`src/rtl/sar_controller_if.sv`:
```
// Bus between the SAR sequencer and its surroundings.
// Signals:
//   start     - conversion request from the requester
//   cmp_in    - comparator decision from the adc stage (1 = vin >= dac_code)
//   dac_code  - trial code to adc.analogcompare
//   result    - last completed conversion code
//   busy      - conversion in progress
//   done      - one-cycle completion strobe
//   overrange - result is all ones
// Modports: master = requester/adc side, slave = sar_controller.
interface sar_controller_if #(
    parameter int WIDTH = 7
);
    logic             start;
    logic             cmp_in;
    logic [WIDTH-1:0] dac_code;
    logic [WIDTH-1:0] result;
    logic             busy;
    logic             done;
    logic             overrange;

    modport master (
        output start, cmp_in,
        input  dac_code, result, busy, done, overrange
    );

    modport slave (
        input  start, cmp_in,
        output dac_code, result, busy, done, overrange
    );
endinterface

```
`src/rtl/sar_controller.sv`:
```
// Successive-approximation sequencer for the comparator-based ADC stage.
// Resolves one bit per step, MSB first. Each step drives a trial code on
// dac_code, waits SETTLE_CYCLES cycles and then takes the comparator decision.
// Ports:
//   clk  - rising-edge clock
//   rst  - synchronous active-high reset, priority over everything
//   bus  - sar_controller_if slave: start/cmp_in in; dac_code, result,
//          busy, done, overrange out (all registered)
module sar_controller #(
    parameter int WIDTH         = 7,
    parameter int SETTLE_CYCLES = 1
) (
    input  logic            clk,
    input  logic            rst,
    sar_controller_if.slave bus
);
    localparam int IDX_W = (WIDTH > 2) ? $clog2(WIDTH) : 1;
    localparam int CNT_W = 4;

    typedef enum logic [1:0] {
        IDLE   = 2'd0,
        SETTLE = 2'd1,
        DONE   = 2'd2
    } state_t;

    state_t           state_q, state_d;
    logic [WIDTH-1:0] dac_q, dac_d;
    logic [WIDTH-1:0] result_q, result_d;
    logic             busy_q, busy_d;
    logic             done_q, done_d;
    logic             ovr_q, ovr_d;
    logic [IDX_W-1:0] bit_idx_q, bit_idx_d;
    logic [CNT_W-1:0] cnt_q, cnt_d;

    // Current code with the bit under test resolved by the comparator.
    logic [WIDTH-1:0] resolved;
    // Resolved code with the next lower bit set as the next trial.
    logic [WIDTH-1:0] next_trial;

    always_comb begin
        resolved = dac_q;
        if (!bus.cmp_in) begin
            resolved[bit_idx_q] = 1'b0;
        end
        next_trial = resolved;
        if (bit_idx_q != '0) begin
            next_trial[bit_idx_q - IDX_W'(1)] = 1'b1;
        end
    end

    always_comb begin
        state_d   = state_q;
        dac_d     = dac_q;
        result_d  = result_q;
        busy_d    = busy_q;
        done_d    = done_q;
        ovr_d     = ovr_q;
        bit_idx_d = bit_idx_q;
        cnt_d     = cnt_q;
        case (state_q)
            IDLE: begin
                if (bus.start) begin
                    dac_d     = {1'b1, {(WIDTH-1){1'b0}}};
                    bit_idx_d = IDX_W'(WIDTH - 1);
                    cnt_d     = CNT_W'(SETTLE_CYCLES);
                    busy_d    = 1'b1;
                    state_d   = SETTLE;
                end
            end
            SETTLE: begin
                if (cnt_q != '0) begin
                    cnt_d = cnt_q - CNT_W'(1);
                end else if (bit_idx_q != '0) begin
                    dac_d     = next_trial;
                    bit_idx_d = bit_idx_q - IDX_W'(1);
                    cnt_d     = CNT_W'(SETTLE_CYCLES);
                end else begin
                    dac_d    = resolved;
                    result_d = resolved;
                    ovr_d    = &resolved;
                    done_d   = 1'b1;
                    state_d  = DONE;
                end
            end
            DONE: begin
                // start is deliberately not looked at here: no queueing.
                done_d  = 1'b0;
                busy_d  = 1'b0;
                dac_d   = '0;
                state_d = IDLE;
            end
            default: begin
                state_d = IDLE;
            end
        endcase
    end

    always_ff @(posedge clk) begin
        if (rst) begin
            state_q   <= IDLE;
            dac_q     <= '0;
            result_q  <= '0;
            busy_q    <= 1'b0;
            done_q    <= 1'b0;
            ovr_q     <= 1'b0;
            bit_idx_q <= '0;
            cnt_q     <= '0;
        end else begin
            state_q   <= state_d;
            dac_q     <= dac_d;
            result_q  <= result_d;
            busy_q    <= busy_d;
            done_q    <= done_d;
            ovr_q     <= ovr_d;
            bit_idx_q <= bit_idx_d;
            cnt_q     <= cnt_d;
        end
    end

    assign bus.dac_code  = dac_q;
    assign bus.result    = result_q;
    assign bus.busy      = busy_q;
    assign bus.done      = done_q;
    assign bus.overrange = ovr_q;
endmodule
```
`src/flat_wrapper.sv`:
```
// flat-port wrapper written by rule: the top's interface ports become plain ports
module sar_controller_flat 
#(
    parameter int WIDTH         = 7,
    parameter int SETTLE_CYCLES = 1
)
  (clk, rst, bus_start, bus_cmp_in, bus_dac_code, bus_result, bus_busy, bus_done, bus_overrange);
  sar_controller_if #(.WIDTH(WIDTH)) bus_i ();
  input  logic clk;
  input  logic rst;
  input wire logic [$bits(bus_i.start)-1:0] bus_start;
  input wire logic [$bits(bus_i.cmp_in)-1:0] bus_cmp_in;
  output wire logic [$bits(bus_i.dac_code)-1:0] bus_dac_code;
  output wire logic [$bits(bus_i.result)-1:0] bus_result;
  output wire logic [$bits(bus_i.busy)-1:0] bus_busy;
  output wire logic [$bits(bus_i.done)-1:0] bus_done;
  output wire logic [$bits(bus_i.overrange)-1:0] bus_overrange;
  assign bus_i.start = bus_start;
  assign bus_i.cmp_in = bus_cmp_in;
  assign bus_dac_code = bus_i.dac_code;
  assign bus_result = bus_i.result;
  assign bus_busy = bus_i.busy;
  assign bus_done = bus_i.done;
  assign bus_overrange = bus_i.overrange;
  sar_controller #(.WIDTH(WIDTH), .SETTLE_CYCLES(SETTLE_CYCLES)) u_core (.clk(clk), .rst(rst), .bus(bus_i));
endmodule
```
`config.mk`:
```
export PLATFORM = sky130hd
export DESIGN_NAME = sar_controller_flat
export DESIGN_NICKNAME = d
export VERILOG_FILES = /design/src/rtl/sar_controller_if.sv /design/src/rtl/sar_controller.sv /design/src/flat_wrapper.sv
export SDC_FILE = /design/constraint.sdc
export NUM_CORES = 1
export LEC_CHECK = 0
export CAP_MARGIN = 20
export CORE_MARGIN = 1.5
export CORE_UTILIZATION = 45
export CTS_CLUSTER_DIAMETER = 30
export DETAILED_ROUTE_END_ITERATION = 6
export PLACE_DENSITY = 0.68
export SLEW_MARGIN = 20
export SYNTH_ARGS = -nofsm -noshare
export SYNTH_HDL_FRONTEND = slang
export SYNTH_SLANG_ARGS = --single-unit
export TNS_END_PERCENT = 30
```
`constraint.sdc`:
```
create_clock -name clk -period 3 [get_ports clk]
set_input_delay 0.6 -clock clk [delete_from_list [all_inputs] [get_ports clk]]
set_output_delay 0.6 -clock clk [all_outputs]
set_load 0.02 [all_outputs]
```
Yosys cells after proc, flatten, opt, wreduce, memory -nomap -nowiden

Cells that the tools add are included.
Widths: inputs -> output; s select.

$add $sub $neg: 2
Multipliers: 0
Div/mod/pow operators: 0
Magnitude comparators: 4
Equality and inequality tests: 7
Shift operators: 0
Mux-type cells: 26
Bitwise gates (word level): 5
Reductions and logical operators: 17

Operators with widths:

| kind                | number |
|---|---|
| $mux 7              | 4 |
| $pmux 7 s3          | 1 |
| $reduce_and 3->1    | 5 |
| $mux 4              | 3 |
| $mux 3              | 3 |
| $lt 3x4->1 const B  | 2 |
| $pmux 4 s2          | 1 |
| $and 7x7->7         | 1 |
| $not 7->7           | 1 |
| $or 7x7->7          | 1 |
| $reduce_and 7->1    | 1 |
| $demux 1 s3         | 2 |
| $ge 3x1->1 const B  | 2 |
| $mux 2              | 3 |
| $ne 2x2->1 const B  | 3 |
| $pmux 3 s2          | 1 |
| $reduce_bool 2->1   | 3 |
| $reduce_bool 3->1   | 2 |
| $mux 1              | 5 |
| $pmux 1 s2          | 2 |
| $pmux 2 s2          | 1 |
| $reduce_and 4->1    | 1 |
| $reduce_bool 4->1   | 1 |
| $sub 4x1->4 const B | 1 |
| 9 further kinds     | 11 |

Register bits after elaboration: 26
Latch bits: 0
RAM bits: 0
Memory bits (read-only): 0
Bits of input ports: 4
Logic and storage cells: 69
Memories: 0

Depth between registers and ports, before layout

Depth after elaboration: 11
Mapped depth: 7
Depth with buffers taken out: 6

Worst setup path after synthesis

No wires, ideal clock.

Path kind: register -> register
From: register u_core.bit_idx_q[0]
To: register u_core.cnt_q[2]
Library setup time: 0.086 ns
Arrival: 1.715 ns
Required time: 2.914 ns
Slack: 1.199 ns
Stages on the path, launching flop included: 8
Buffers on the path: 1
Clock period less this slack: 1.801 ns
Cell sequence: dfxtp_1 clkinv_1 ha_1 nor2b_1 and3_1 buf_2 or3_1 a211oi_1

Longest elaborated chain between the ends: 3

Ends and longest elaborated chain:

| what                       | RTL line              | RTL |
|---|---|---|
| from (decl)                | sar_controller.sv:32  | `logic [IDX_W-1:0] bit_idx_q, bit_idx_d;` |
| from (signal assigned)     | sar_controller.sv:115 | `bit_idx_q <= bit_idx_d;` |
| $reduce_bool 3->1          | sar_controller.sv:73  | `end else if (bit_idx_q != '0) begin` |
| $ne 3x1->1 (no line)       | n/a                   |  |
| $reduce_and 3->1 (no line) | n/a                   |  |
| to (signal assigned)       | sar_controller.sv:116 | `cnt_q <= cnt_d;` |
| to (decl)                  | sar_controller.sv:33  | `logic [CNT_W-1:0] cnt_q, cnt_d;` |

Every way passes these cells.
A chain may end at the register's enable or synchronous reset.

Final worst setup path

From: register u_core.bit_idx_q[0]
To: register u_core.cnt_q[3]

Same word-level chain as after synthesis.

==> results.tsv <==
metric	value	unit
status	completed	
grt ovf	0	
Critical path origin	u_core.bit_idx_q[0]$_SDFFE_PP0P_	
post-CTS setup repair buffer count	0	
CTS root buf	clkbuf_4	
Main synth FF type	dfxtp_1	
kind of end point of the critical path	flop	
Setup TNS	0	ns
Synth warnings	0	
Max Slew Vio Count	0	
Critical Setup Path Class	flop to flop	
CTS Hold Bufs	0	
Routed Antenna Nets	0	
routability congestion estimate	0.7935	
WHS Path Cells	2	
PostCTS Resize Cnt	0	
top cells by area, synth	dfxtp_1 36%, ha_1 6.9%, a21oi_1 5.2%, nand2_1 3.6%, o21ai_0 3.5%	
Synth Area in Compound Gates	27.26	%
main combinational cell family by area after synthesis	compound AO/OA/AOI/OAI gates	
post-DR vias/cell	5.664	
Slew @ Worst Pin	0.5497	ns
Crit-path slowest cell	dfxtp_1	
commonest non-fill, non-tap cell in the layout	dfxtp_1	
CTS Sinks	26	
Post-synth EDFFs	0	
hold slack	0.4625	ns
crit path max fanout	11	
CP max stage delay	0.56	ns
Layout area overhead	19.24	%
RSZ-0062 raised after global routing	no	
FF-to-FF Start	u_core.bit_idx_q[0]$_SDFFE_PP0P_	
vias in the first global route	1155	
Total GRT Usage	19.06	%
Hold Crit Class	flop to flop	
GR Util met1	28.63	%
Residual DRC	0	
Yosys top cell by area	dfxtp_1	
CTS buffer count	3	
placed cells	225	
crit-path cells	clkinv_1 -> ha_1 -> nor2b_1 -> and3_1 -> or3_1 -> a211oi_2	
final setup fails	0	
clock slew at reported path FFs	0.15	ns
syn_area_per_cell	8.581	sq um
largest net degree at the start of global routing	17	
required time of the critical path	3.26	ns
Max Fclk	0.4363	GHz
Initial DRC Count	59	
Final HPWL DP	2283	um
die area	3572	sq um
total power	1.115	mW
simple-gate area share of the yosys netlist	23.38	%
total core area	3053	sq um
Max Root-Sink Buffers	2	
Netlist Area Pre-Place	1450	sq um
Worst Path Buf+Inv	1	
number of fill cells	301	
Vias	1297	
first-pass GRT wire length	5257	um
FP Rows	20	
GRT met3 Usage	1.948	%
worst clock skew	0.003520	ns
Port Buffer Count	20	
met2 GRT Util	27.33	%
Crit path depth	6	
max cap viols	0	
fin cells	229	
CTS tree	built	
peak supply drop	0.3153	mV
worst r2r dst	u_core.cnt_q[3]$_SDFFE_PP0P_	
Post-Synth XOR/XNOR Area	0	%
Die Wd	59.77	um
io pins	21	
count of different cell masters after synthesis	47	
# diodes	0	
grt peak-use layer	met1	
Syn Nets	181	
Seq cells post-synth	26	
sequential area share after synthesis	35.89	%
PD cells	644.9	nW/um^2
Post-Synth Adder-Cell Area	6.903	%
top cell type's share of synthesized area	35.89	%
r2r setup slk	0.71	ns
mux share of post-synthesis cell area	1.467	%
most frequent cells in the layout	26 x dfxtp_1, 20 x clkdlybuf4s50_1, 15 x a21oi_1, 14 x nand2_1, 10 x o21ai_0	
Skew-Pair Late Insertion Delay	0.33	ns
layout cells sized above 1	9.730	%
Avg WL per Cell	13.76	um
total wire length	3152	um
initial antenna violation count	0	
Die Ht	59.77	um
Startpoint Class	flop	
LEAKAGE	0.6044	nW
Gate Count Post-Synth	169	
Top Family by Delay on Critical Path	simple AND/OR/NAND/NOR gates	
CTS H-tree lvls	1	
Worst EP arrival	2.55	ns
critical path capture point	u_core.cnt_q[3]$_SDFFE_PP0P_	
Hold Fails Final Rpt	0	
Nets	198	
worst reg2reg path depth	6	
Initial Utilization	47.50	%
fin crit period	2.292	ns
Rel. slew slack	63.28	%
fin crit share	76.40	%
asr flop ratio synth	0	%
DRT Pass-1 Iters	4	
## synthesized netlist by cell type (3+ instances only)
cell type	number
nor3_1	4
o21ai_0	10
clkbuf_1	7
dfxtp_1	26
inv_1	9
nand4_1	3
nand3_1	3
nand2_1	14
ha_1	8
a21oi_1	15
or3_1	3
nor2b_1	3
nand2b_1	5
o21a_1	4
o41ai_1	3
nor2_1	8
a22o_1	5
## metrics by stage
step	setup WS, ns	area, sq um	util [%]
floorplan	1.199	1450	-
global placement	0.7269	1677	54.92
detailed placement	0.6658	1677	54.92
CTS	0.7138	1729	56.64
global route	0.5051	1729	56.64
finish	0.7080	1729	56.64
## metal layers
metal	share of wire (%)	vias up
li1	-	652
met3	4.3	5
met1	51	605
met2	43	35
met5	0	-
met4	1.6	0
## state kept, by name (all words and copies together), names as in the netlist
signal                cells
u_core.bus.overrange      1
u_core.bit_idx_q          3
u_core.cnt_q              4
u_core.state_q            2
u_core.bus.dac_code       7
u_core.bus.done           1
u_core.bus.busy           1
u_core.bus.result         7
## how the worst min path moves through the flow
stage | from | to | slack, ns
floorplan | u_core.cnt_q[0]$_SDFFE_PP0P_ | u_core.cnt_q[0]$_SDFFE_PP0P_ | 0.48
global placement | u_core.bus.result[5]$_SDFFE_PP0P_ | u_core.bus.result[5]$_SDFFE_PP0P_ | 0.44
detailed placement | u_core.bus.result[4]$_SDFFE_PP0P_ | u_core.bus.result[4]$_SDFFE_PP0P_ | 0.45
CTS | u_core.bus.result[4]$_SDFFE_PP0P_ | u_core.bus.result[4]$_SDFFE_PP0P_ | 0.47
global route | u_core.bus.result[1]$_SDFFE_PP0P_ | u_core.bus.result[1]$_SDFFE_PP0P_ | 0.48
finish | u_core.bus.result[4]$_SDFFE_PP0P_ | u_core.bus.result[4]$_SDFFE_PP0P_ | 0.46
## power by group
part / total [mW] / switching [mW] / internal, mW
combinational: 0.439 / 0.261 / 0.178
clock: 0.245 / 0.109 / 0.135
sequential: 0.432 / 0.0486 / 0.383
total: 1.12 / 0.419 / 0.696
## logic make-up after synthesis
kind of cell,count (synthesis)
compound gates,55
simple gates,59
buf+inv,19
mux,2
fa+ha+maj,8
flops,26
## worst min-delay path, delay by kind of cell (launching register included)
family | cells | cell delay, ns
DFF | 1 | 0.34
AOI/OAI and AO/OA | 1 | 0.05
and+or+nand+nor | 1 | 0.05
## cell type report
cell class	instances	area (sq um)	share of cell area, %
multi-input combinational	124	855.8	49.49
clock inverter	1	30.03	1.737
inverter	10	37.54	2.171
clock buffer	3	22.52	1.302
timing repair buffer	21	207.7	12.01
tap	44	55.05	3.184
sequential	26	520.5	30.10
(Power assumes the default switching activity.)
